--- config.mk ---
export PLATFORM = sky130hd
export DESIGN_NAME = uart_rx_data_frame
export DESIGN_NICKNAME = d
export VERILOG_FILES = /design/src/rtl/uart_rx_data_frame.sv
export SDC_FILE = /design/constraint.sdc
export NUM_CORES = 1
export LEC_CHECK = 0
export BUFFER_PORTS_ARGS = -buffer_cell sky130_fd_sc_hd__buf_2
export CAP_MARGIN = 30
export CELL_PAD_IN_SITES_DETAIL_PLACEMENT = 1
export CELL_PAD_IN_SITES_GLOBAL_PLACEMENT = 2
export CORE_MARGIN = 2
export CORE_UTILIZATION = 30
export CTS_CLUSTER_SIZE = 12
export DETAILED_ROUTE_END_ITERATION = 16
export PLACE_DENSITY = 0.72
export SLEW_MARGIN = 20
export SYNTH_ARGS = -nofsm -noshare
export SYNTH_HDL_FRONTEND = slang
export SYNTH_SLANG_ARGS = --single-unit
--- constraint.sdc ---
create_clock -name clock -period 1.76 [get_ports clock]
set_clock_uncertainty 0.15 [all_clocks]
set_input_delay 0 -clock clock [delete_from_list [all_inputs] [get_ports clock]]
set_output_delay 0 -clock clock [all_outputs]
set_load 0.01 [all_outputs]
--- src/rtl/uart_rx_data_frame.sv ---
// UART receiver: start, LSB-first data, optional even parity, one stop bit.
// Optional parity bit is enabled by defining UART_RX_PARITY_EN.
module uart_rx_data_frame #(
    parameter int ClockFrequency = 1000000,
    parameter int BaudRate       = 9600,
    parameter int NrOfDataBits   = 8
) (
    input  logic                    clock,
    input  logic                    reset,
    input  logic                    rx,
    output logic [NrOfDataBits-1:0] dataBits,
    output logic                    dataValid,
    output logic                    frameError
);

    localparam int BitCycles = ClockFrequency / BaudRate;
    localparam int PhaseW    = $clog2(BitCycles);
    localparam int IdxW      = (NrOfDataBits > 1) ? $clog2(NrOfDataBits) : 1;

    localparam logic [PhaseW-1:0] PhaseLast = PhaseW'(BitCycles - 1);
    localparam logic [PhaseW-1:0] PhaseHalf = PhaseW'(BitCycles / 2 - 1);
    localparam logic [IdxW-1:0]   IdxLast   = IdxW'(NrOfDataBits - 1);

`ifdef UART_RX_PARITY_EN
    typedef enum logic [2:0] {
        S_IDLE, S_START, S_DATA, S_PARITY, S_STOP, S_WAIT_IDLE
    } state_t;
`else
    typedef enum logic [2:0] {
        S_IDLE, S_START, S_DATA, S_STOP, S_WAIT_IDLE
    } state_t;
`endif

    state_t                  state_q, state_d;
    logic                    rx_meta_q, rx_meta_d;
    logic                    rx_sync_q, rx_sync_d;
    logic [PhaseW-1:0]       phase_q, phase_d;
    logic [IdxW-1:0]         idx_q, idx_d;
    logic [NrOfDataBits-1:0] shift_q, shift_d;
    logic [NrOfDataBits-1:0] data_bits_q, data_bits_d;
    logic                    data_valid_q, data_valid_d;
    logic                    frame_error_q, frame_error_d;
    logic                    parity_fault;

`ifdef UART_RX_PARITY_EN
    logic parity_bit_q, parity_bit_d;

    // Even parity: data bits plus parity bit must XOR to zero.
    assign parity_fault = ^{shift_q, parity_bit_q};

    always_ff @(posedge clock or posedge reset) begin
        if (reset) parity_bit_q <= 1'b0;
        else       parity_bit_q <= parity_bit_d;
    end
`else
    assign parity_fault = 1'b0;
`endif

    always_ff @(posedge clock or posedge reset) begin
        if (reset) begin
            state_q       <= S_IDLE;
            rx_meta_q     <= 1'b1;
            rx_sync_q     <= 1'b1;
            phase_q       <= '0;
            idx_q         <= '0;
            shift_q       <= '0;
            data_bits_q   <= '0;
            data_valid_q  <= 1'b0;
            frame_error_q <= 1'b0;
        end else begin
            state_q       <= state_d;
            rx_meta_q     <= rx_meta_d;
            rx_sync_q     <= rx_sync_d;
            phase_q       <= phase_d;
            idx_q         <= idx_d;
            shift_q       <= shift_d;
            data_bits_q   <= data_bits_d;
            data_valid_q  <= data_valid_d;
            frame_error_q <= frame_error_d;
        end
    end

    always_comb begin
        state_d       = state_q;
        rx_meta_d     = rx;
        rx_sync_d     = rx_meta_q;
        phase_d       = phase_q + PhaseW'(1);
        idx_d         = idx_q;
        shift_d       = shift_q;
        data_bits_d   = data_bits_q;
        data_valid_d  = 1'b0;
        frame_error_d = 1'b0;
`ifdef UART_RX_PARITY_EN
        parity_bit_d  = parity_bit_q;
`endif
        unique case (state_q)
            S_IDLE: begin
                phase_d = '0;
                idx_d   = '0;
                if (!rx_sync_q) state_d = S_START;
            end
            S_START: begin
                if (phase_q == PhaseHalf) begin
                    phase_d = '0;
                    state_d = rx_sync_q ? S_IDLE : S_DATA;
                end
            end
            S_DATA: begin
                if (phase_q == PhaseLast) begin
                    phase_d                   = '0;
                    shift_d                   = shift_q >> 1;
                    shift_d[NrOfDataBits-1]   = rx_sync_q;
                    idx_d                     = idx_q + IdxW'(1);
                    if (idx_q == IdxLast) begin
`ifdef UART_RX_PARITY_EN
                        state_d = S_PARITY;
`else
                        state_d = S_STOP;
`endif
                    end
                end
            end
`ifdef UART_RX_PARITY_EN
            S_PARITY: begin
                if (phase_q == PhaseLast) begin
                    phase_d      = '0;
                    parity_bit_d = rx_sync_q;
                    state_d      = S_STOP;
                end
            end
`endif
            S_STOP: begin
                if (phase_q == PhaseLast) begin
                    phase_d = '0;
                    if (rx_sync_q && !parity_fault) begin
                        data_bits_d  = shift_q;
                        data_valid_d = 1'b1;
                        state_d      = S_IDLE;
                    end else begin
                        frame_error_d = 1'b1;
                        // A low stop bit may be a break; wait for the line to recover.
                        state_d       = rx_sync_q ? S_IDLE : S_WAIT_IDLE;
                    end
                end
            end
            S_WAIT_IDLE: begin
                if (rx_sync_q) state_d = S_IDLE;
            end
            default: state_d = S_IDLE;
        endcase
    end

    assign dataBits   = data_bits_q;
    assign dataValid  = data_valid_q;
    assign frameError = frame_error_q;

endmodule
# ---- Word-level counts from Yosys, hierarchy flattened
# Index checks and enable logic that the tools add are counted.
dict set report totals {
  register_bits 33
  in_bits 3
  output_inout_bits 10
  word_cells 51
}
dict set report classes {
  addsub 2
  n_eq_ne 13
  mux 20
  n_reduce_logical 7
}
# operator count
set op_table {}
lappend op_table {{3-bit two-way mux} 8}
lappend op_table {{7-bit case mux with 3 select lines} 1}
lappend op_table {{3-bit case mux with 5 select lines} 1}
lappend op_table {{7-bit two-way mux} 2}
lappend op_table {{2-bit != test (second input constant)} 6}
lappend op_table {{7-bit by 1-bit adder with 7-bit output (second input constant)} 1}
lappend op_table {{7-bit by 6-bit equality test with 1-bit output (second input constant)} 1}
lappend op_table {{7-bit equality test (second input constant)} 1}
lappend op_table {{3-bit by 2-bit equality test with 1-bit output (second input constant)} 2}
lappend op_table {{3-bit equality test (second input constant)} 2}
lappend op_table {{1-bit two-way mux} 6}
lappend op_table {{3-bit case mux with 2 select lines} 1}
lappend op_table {{6-bit AND reduction} 1}
lappend op_table {{2-bit AND reduction} 2}
lappend op_table {{3-bit by 1-bit adder with 3-bit output (second input constant)} 1}
lappend op_table {{3-bit by 1-bit equality test with 1-bit output (second input constant)} 1}
lappend op_table {{3-bit logical NOT} 1}
lappend op_table {{3-bit AND reduction} 1}
lappend op_table {{2-bit two-way mux} 1}
lappend op_table {{2-bit nonzero test} 1}
lappend op_table {{2-bit OR reduction} 1}

# ---- Logic depth before layout (Yosys ltp)
# Gate-level depths: netlist (run 1).
dict set report logic_depth {
  ltp_word 4
  depth_mapped 5
  ltp_nobuf 5
}

# ---- Least setup slack after synthesis (run 1)
# No wires, ideal clock.
dict set report synth_path {
  path_kind {register to register}
  start {register phase_q[0]}
  end {register data_bits_q[0] (netlist: dataBits[0])}
  setup_ns 0.125
  arrival_ns 1.554
  t_required_ns 1.485
  path_slack_ns -0.069
  stages_incl_launch_ff 5
  path_buffers 0
  synth_period_minus_slack_ns 1.829
  cell_sequence {dfrtp_1 ha_1 nand3b_1 nor3_4 mux2_2}
}
dict set report synth_via {
  elab_chain_len 2
}
# element line_no
set synth_rtl {}
lappend synth_rtl {{start: declaration} 37} ;# logic [PhaseW-1:0] phase_q, phase_d;
lappend synth_rtl {{start signal: assignment} 74} ;# phase_q <= phase_d;
lappend synth_rtl {{7-bit equality test} 133} ;# if (phase_q == PhaseLast) begin
lappend synth_rtl {{3-bit AND reduction (no line)} --}
lappend synth_rtl {{end signal: assignment} 77} ;# data_bits_q <= data_bits_d;
lappend synth_rtl {{end: declaration} 40} ;# logic [NrOfDataBits-1:0] data_bits_q, data_bits_d;
# Every way passes these cells.
# A chain may end at the register's enable or synchronous reset.

# ---- Final worst setup path (run 1)
dict set report layout_path {
  start {register state_q[1]}
  end {register data_bits_q[7] (netlist: dataBits[7])}
}
dict set report layout_via {
  elab_chain_len 2
}
# element line_no
set layout_rtl {}
lappend layout_rtl {{start: declaration} 34} ;# state_t state_q, state_d;
lappend layout_rtl {{start signal: assignment} 71} ;# state_q <= state_d;
lappend layout_rtl {{3-bit by 2-bit equality test with 1-bit output} 96} ;# unique case (state_q)
lappend layout_rtl {{3-bit AND reduction (no line)} --}
# Every way passes these cells.

==> impl_metrics.py, run 1 <==
metrics = {
    "run_status": {
        "status": "finished, final reports clean",
    },
    "final_layout": {
        "num_antenna_cells": 0,
        "nFillCells": 521,
        "areaGrowthSynthToFinish_pct": 25.39,
        "drive_above_1_share": 0.4051,
        "mostFrequentLayoutCell": "dfrtp_1",
        "multi_input_comb_area_um2": 656.9,
        "final_util": 0.3950,
        "fin_nets": 163,
        "regArea_um2": 828.3,
        "layout_common_cells": "31 x dfrtp_1, 16 x mux2_2, 15 x buf_4, 12 x buf_2, 8 x nand2_1",
    },
    "worst_setup_path": {
        "critical_path_class": "reg2reg",
        "crit_arrival_ps": 1710,
        "worst_setup_path_start_kind": "flop",
        "cpMaxStageDelayCell": "dfrtp_1",
        "crit_path_end_kind": "flop",
        "rr_startpoint": "state_q[1]$_DFFE_PP0P_",
        "r2r_slack_ps": 60,
        "slowest_delay_ps": 510,
        "crit_chain": "nand4b_1 > nor3_4 > buf_12 > mux2_2",
        "cp_top_family": "flip-flops",
        "path_buf_inv": 1,
        "cp_data_required_time_ps": 1770,
        "cp_max_fo": 8,
        "startpoint": "state_q[1]$_DFFE_PP0P_",
    },
    "global_routing": {
        "grt_pass1_vias": 1117,
        "antenna_found_initial": 0,
        "grt_pass1_wl_um": 5430,
        "grt_overflow_total": 0,
        "grt_max_degree": 34,
        "track_usage": 0.1315,
    },
    "floorplanning": {
        "die-area_mm2": 0.005609,
        "num_rows": 25,
        "core_area_mm2": 0.004786,
        "die_x_um": 74.89,
        "start_util": 0.3150,
        "io_pins": 13,
        "die_h_um": 74.89,
    },
    "min_path": {
        "hp-class": "in2async",
    },
    "clocking": {
        "cts_sinks": 33,
        "htree_levels": 2,
        "cts.reportedPaths.clkPinSlew_ps": 70,
        "numCtsBuffers": 5,
        "clk-insertion-delay-late_ps": 280,
        "clock-root-buffer": "clkbuf_8",
        "cts_tree": "done",
        "clockBufferDepth": 2,
    },
    "pwr": {
        "cellPowerDensity_mw_per_mm2": 710.6,
        "irDropWorstVdd_v": 0.0004356,
        "leakagePower_nw": 0.9160,
    },
    "yosys": {
        "synth_edf_count": 0,
        "synth.top_cell.area_share": 0.5145,
        "synth_seq_area_share": 0.5494,
        "avgSynthCellArea_um2": 12.26,
        "ys_seq_elements": 33,
        "synthTopCellsByArea": "dfrtp_1 51%, mux2_2 12%, dfstp_2 3.5%",
        "ys_warn_count": 0,
        "netlist_instances": 123,
        "yosysTopAreaCell": "dfrtp_1",
        "synth_top_flop_cell": "dfrtp_1",
        "synthDistinctLibCells": 39,
        "syn-cell-area_mm2": 0.001508,
        "synth.net_count": 129,
        "synth-async-reset-ratio": 1.000,
    },
    "route": {
        "routed_via_density": 4.880,
        "routed_wl_um": 3407,
        "drt_iter0_drc": 45,
        "ant_nets": 0,
        "wl_per_cell_um": 15.14,
        "drtPass1Iterations": 4,
        "drc": 0,
        "vias": 1098,
    },
    "place": {
        "globalplace.congestion": 0.7692,
        "portBuffers": 12,
        "hpwl_um": 2463,
    },
    "sta": {
        "worst_pin_slew_ps": 420.7,
        "whs_ps": 202.2,
        "final.period_utilization": 0.9659,
        "fmax_mhz": 588.2,
        "finalSetupViolations": 0,
        "slew_headroom": 0.7195,
        "fin_crit_ps": 1700,
        "drv_slew": 0,
        "rsz0062_at_grt": "true",
        "final-hold-violation-count": 0,
    },
    "run": {
        "maxCapViolCount": 0,
    },
}
==> where the power goes <==
part           total, mW  switching [mW]  internal (mW)
logic             0.0267          0.0187        0.00800
registers          0.763         0.00102          0.762
clock network      0.553           0.281          0.273
==> worst paths after layout <==
kind                            cells after the start                      end
worst min-delay path                                4     idx_q[2]$_DFFE_PP0P_
max in group asynchronous                           4      rx_meta_q$_DFF_PP1_
worst max-delay path                                4  dataBits[7]$_DFFE_PP0P_
min in group clock                                  0      rx_sync_q$_DFF_PP1_
worst max register to register                      4  dataBits[7]$_DFFE_PP0P_
worst min register to register                      0      rx_sync_q$_DFF_PP1_
==> kinds of logic (layout without fill, tap and decap cells) <==
kind of cell	after synthesis	after routing	synth area share
xor+xnor	3	3	0.01743
simple gates	37	37	0.1602
fa+ha+maj	3	3	0.02490
flops	33	33	0.5494
buf+inv	7	42	0.02323
mux	16	16	0.1195
compound gates	24	24	0.1054
==> Yosys cell counts, types with 2 or more instances <==
cell,instances
o211ai_1,6
a21oi_1,5
nand3b_1,3
or3_1,3
nor4b_1,2
xor2_1,2
o21ai_0,5
ha_1,3
inv_1,3
dfstp_2,2
a22oi_1,2
dfrtp_1,31
clkbuf_1,2
nand2_1,8
nor2_1,3
mux2_2,16
nand3_1,5
==> registers in the layout, summed over array words and instances (netlist names) <==
register    cells
phase_q         7
rx_meta_q       1
idx_q           3
dataBits        8
dataValid       1
shift_q         8
frameError      1
state_q         3
rx_sync_q       1
==> through the flow <==
step / instances / power, mW / setup slack [ps] / setup TNS, ps / area (µm²)
finish: 225 / 1.343 / 60.01 / 0 / 1891
global route: 225 / 1.402 / -28.59 / -176.7 / 1891
CTS: 225 / 1.361 / 39.84 / 0 / 1877
detailed placement: 214 / 0.8025 / -4.816 / -7.420 / 1763
global placement: 214 / 0.8010 / 81.77 / 0 / 1763
floorplan: 123 / 0.7905 / 15.99 / 0 / 1510
==> routing by layer <==
metal | part of all wire | GRT usage
met5 | 0 | 0
met4 | 0.011 | 0.05952
met3 | 0.021 | 0.02811
met2 | 0.52 | 0.2232
met1 | 0.45 | 0.1600
==> worst min-delay path, stage by stage <==
cell	delay, ps
dlygate4sd3_1	530
buf_2	120
inv_1	40
buf_4	370
==> layout make-up <==
cell class,instances,area share
clock buffer,5,0.03640
multi-input combinational,83,0.3475
sequential,33,0.4381
clock inverter,3,0.009265
tap,67,0.04434
timing repair buffer,31,0.1185
inverter,3,0.005956
==> timing repair <==
| item | CTS | global route |
|---|---|---|
| endpoints found under the setup margin | 8 | 17 |
| hold buffers | 2 | 0 |
| resized for setup | 0 | 3 |
| endpoints found under the hold margin | 34 | 0 |
| setup buffers | 1 | 0 |
| pin swaps | 0 | 2 |
(Power assumes the default switching activity.)
==> run 2, diff against run 1 <==
--- a/config.mk
+++ b/config.mk
@@ -5,6 +5,7 @@
 export SDC_FILE = /design/constraint.sdc
 export NUM_CORES = 1
 export LEC_CHECK = 0
+export ABC_AREA = 1
 export BUFFER_PORTS_ARGS = -buffer_cell sky130_fd_sc_hd__buf_2
 export CAP_MARGIN = 30
 export CELL_PAD_IN_SITES_DETAIL_PLACEMENT = 1
@@ -13,7 +14,7 @@
 export CORE_UTILIZATION = 30
 export CTS_CLUSTER_SIZE = 12
 export DETAILED_ROUTE_END_ITERATION = 16
-export PLACE_DENSITY = 0.72
+export PLACE_DENSITY = 0.77
 export SLEW_MARGIN = 20
 export SYNTH_ARGS = -nofsm -noshare
 export SYNTH_HDL_FRONTEND = slang
==> run 2 against run 1 <==
Effect of this change: combinational power about the same; core utilization shrank 3.2 points; synthesized cell count increased by 41%; hold slack worse by 7.0 ps; first-iteration DRC count is 4.4% higher; non-clock buffer count fell by 12; via count up 9.0%; sequential share of layout area is 1.7 points higher; critical endpoint is now dataBits[5]$_DFFE_PP0P_; largest cell class unchanged.
==> impl_metrics.py, run 2 <==
metrics = {
    "run_status": {
        "status": "finished, final reports clean",
    },
    "yosys": {
        "avgSynthCellArea_um2": 8.867,
        "synthAdderAreaFrac": 0.02447,
        "synth_compound_area_frac": 0.04241,
        "synth_top_family_by_area": "simple AND/OR/NAND/NOR gates",
        "ys_warn_count": 0,
        "synth-async-reset-ratio": 1.000,
        "synth.top_cell.area_share": 0.5057,
        "ys_seq_elements": 33,
        "synthDistinctLibCells": 25,
        "synth_seq_area_share": 0.5400,
        "synth_xor_area_frac": 0.01713,
        "synth_top_flop_cell": "dfrtp_1",
        "synth-simple-area-share": 0.3010,
        "yosysTopAreaCell": "dfrtp_1",
        "muxShareOfSynthArea": 0,
        "syn-cell-area_mm2": 0.001534,
        "synthTopCellsByCount": "53 x nand2_1, 31 x dfrtp_1, 24 x inv_1",
        "synth_edf_count": 0,
        "netlist_instances": 173,
        "yosysMostFrequentCell": "nand2_1",
        "synth.net_count": 179,
        "synthTopCellsByArea": "dfrtp_1 51%, nand2_1 13%, inv_1 5.9%",
    },
    "final_layout": {
        "nFillCells": 628,
        "mostFrequentLayoutCell": "nand2_1",
        "regArea_um2": 828.3,
        "drive_above_1_share": 0.2222,
        "areaGrowthSynthToFinish_pct": 18.60,
        "num_antenna_cells": 0,
        "layout_common_cells": "52 x nand2_1, 31 x dfrtp_1, 24 x inv_1, 12 x nand3_1, 12 x buf_2",
        "multi_input_comb_area_um2": 595.6,
        "fin_nets": 204,
        "stdcell_area_mm2": 0.001819,
    },
    "global_routing": {
        "antenna_found_initial": 0,
        "grt_overflow_total": 0,
        "track_usage": 0.1429,
        "grt_max_degree": 34,
        "grt_pass1_wl_um": 6134,
        "grt_pass1_vias": 1352,
    },
    "place": {
        "place_ws_ps": 55.13,
        "globalplace.congestion": 0.8033,
        "place_area_mm2": 0.001685,
        "portBuffers": 12,
        "hpwl_um": 2398,
    },
    "route": {
        "drtPass1Iterations": 4,
        "drt_iter0_drc": 47,
        "wl_per_cell_um": 12.62,
        "dr_wl_met3_um": 93,
        "dr.max_layer_used": "met4",
        "routed_via_density": 4.466,
        "vias": 1197,
        "wl_met1_um": 1497,
        "wl_met2_um": 1746,
        "routed_wl_um": 3383,
        "drc": 0,
        "ant_nets": 0,
    },
    "clocking": {
        "numCtsBuffers": 5,
        "cts.reportedPaths.clkPinSlew_ps": 70,
        "clockBufferDepth": 2,
        "cts_tree": "done",
        "clock-root-buffer": "clkbuf_8",
        "cts_sinks": 33,
        "clk-insertion-delay-late_ps": 280,
        "htree_levels": 2,
    },
    "floorplanning": {
        "die_x_um": 75.51,
        "core_area_mm2": 0.005010,
        "die_h_um": 75.51,
        "die-area_mm2": 0.005701,
        "num_rows": 26,
        "io_pins": 13,
        "start_util": 0.3062,
    },
    "worst_setup_path": {
        "critical_path_class": "reg2reg",
        "r2r_slack_ps": 110,
        "slowest_delay_ps": 380,
        "startpoint": "phase_q[0]$_DFF_PP0_",
        "cpMaxStageDelayCell": "dfrtp_1",
        "crit_chain": "ha_2 > nand2_2 > nor2_4 > nand2_4 > nor3_4 > buf_4 > nand2_1 > o21ai_1",
        "cp_max_fo": 9,
        "crit_cells": 8,
        "crit_arrival_ps": 1700,
        "cp_data_required_time_ps": 1810,
        "rr_startpoint": "phase_q[0]$_DFF_PP0_",
        "reg2reg_to": "dataBits[5]$_DFFE_PP0P_",
        "cp_top_family": "simple AND/OR/NAND/NOR gates",
        "worst_setup_path_start_kind": "flop",
        "crit_path_end": "dataBits[5]$_DFFE_PP0P_",
        "crit_path_end_kind": "flop",
        "reg2regPathDepth": 8,
        "path_buf_inv": 1,
    },
    "pwr": {
        "irDropWorstVdd_v": 0.0003286,
        "cellPowerDensity_mw_per_mm2": 752.8,
        "leakagePower_nw": 0.9961,
    },
    "sta": {
        "finalWorstSetupSlack_ps": 110.9,
        "tns_ps": 0,
        "worst_pin_slew_ps": 427.6,
        "drv_slew": 0,
        "fin_crit_ps": 1649,
        "final-hold-violation-count": 0,
        "finalSetupViolations": 0,
        "fmax_mhz": 606.4,
        "final.period_utilization": 0.9370,
        "slew_headroom": 0.7149,
    },
    "min_path": {
        "hp-class": "in2async",
    },
    "run": {
        "maxCapViolCount": 0,
    },
}
-- run 2: cells by family after synthesis --
group	after synthesis
adder cells (fa/ha/maj)	3
buffers and inverters	28
AO/OA/AOI/OAI	12
AND/OR/NAND/NOR	94
XOR/XNOR	3
flip-flops	33
-- run 2: worst reg2reg max path, stage by stage, from the launching register on --
cell and delay [ps]:
dfrtp_1 380, ha_2 240, nand2_2 80, nor2_4 130, nand2_4 110, nor3_4 160, buf_4 180, nand2_1 70
o21ai_1 80
-- run 2: final cells by class --
cell class              count  area share
inverters                  27     0.05708
clock buffers               7     0.04746
well taps                  70     0.04814
repair buffers             19     0.06465
multi-input cells         112      0.3274
flip-flops and latches     33      0.4553
-- run 2: layer usage --
metal  vias up  track usage
li1        584            -
met1       593       0.1660
met2        13       0.2483
met3         7      0.03571
met4         0      0.06433
met5         -            0
-- run 2: power by group --
part | internal (mW) | leakage [nW] | total [mW] | switching [mW]
sequential | 0.763 | 0.439 | 0.764 | 0.00178
combinational | 0.00706 | 0.512 | 0.0269 | 0.0199
clock | 0.310 | 0.0443 | 0.578 | 0.268
-- run 2: worst min-delay path by stage --
stage                     depth (start not counted)                    to
after floorplan                                   0   rx_meta_q$_DFF_PP1_
after global placement                            3  phase_q[4]$_DFF_PP0_
after detailed placement                          1   rx_meta_q$_DFF_PP1_
after CTS                                         2   rx_meta_q$_DFF_PP1_
after global routing                              2   rx_meta_q$_DFF_PP1_
final                                             4  phase_q[6]$_DFF_PP0_
-- run 2: repair_timing --
action / 4_1_cts / 5_1_grt
setup buffers: 0 / 3
endpoints found under the hold margin: 34 / 0
endpoints found under the setup margin: 0 / 15
hold buffers: 2 / 0
resized for setup: 0 / 2
-- run 2: per-stage QoR --
stage | hold WS (ps) | cells | total power, mW | util
final | 195.1 | 268 | 1.370 | 0.3631
after global routing | 200.4 | 268 | 1.430 | 0.3631
after global placement | -44.63 | 256 | 0.8030 | 0.3364
after floorplan | -145.5 | 173 | 0.7932 | -
after CTS | 196.1 | 265 | 1.394 | 0.3576
after detailed placement | -43.16 | 256 | 0.8042 | 0.3364
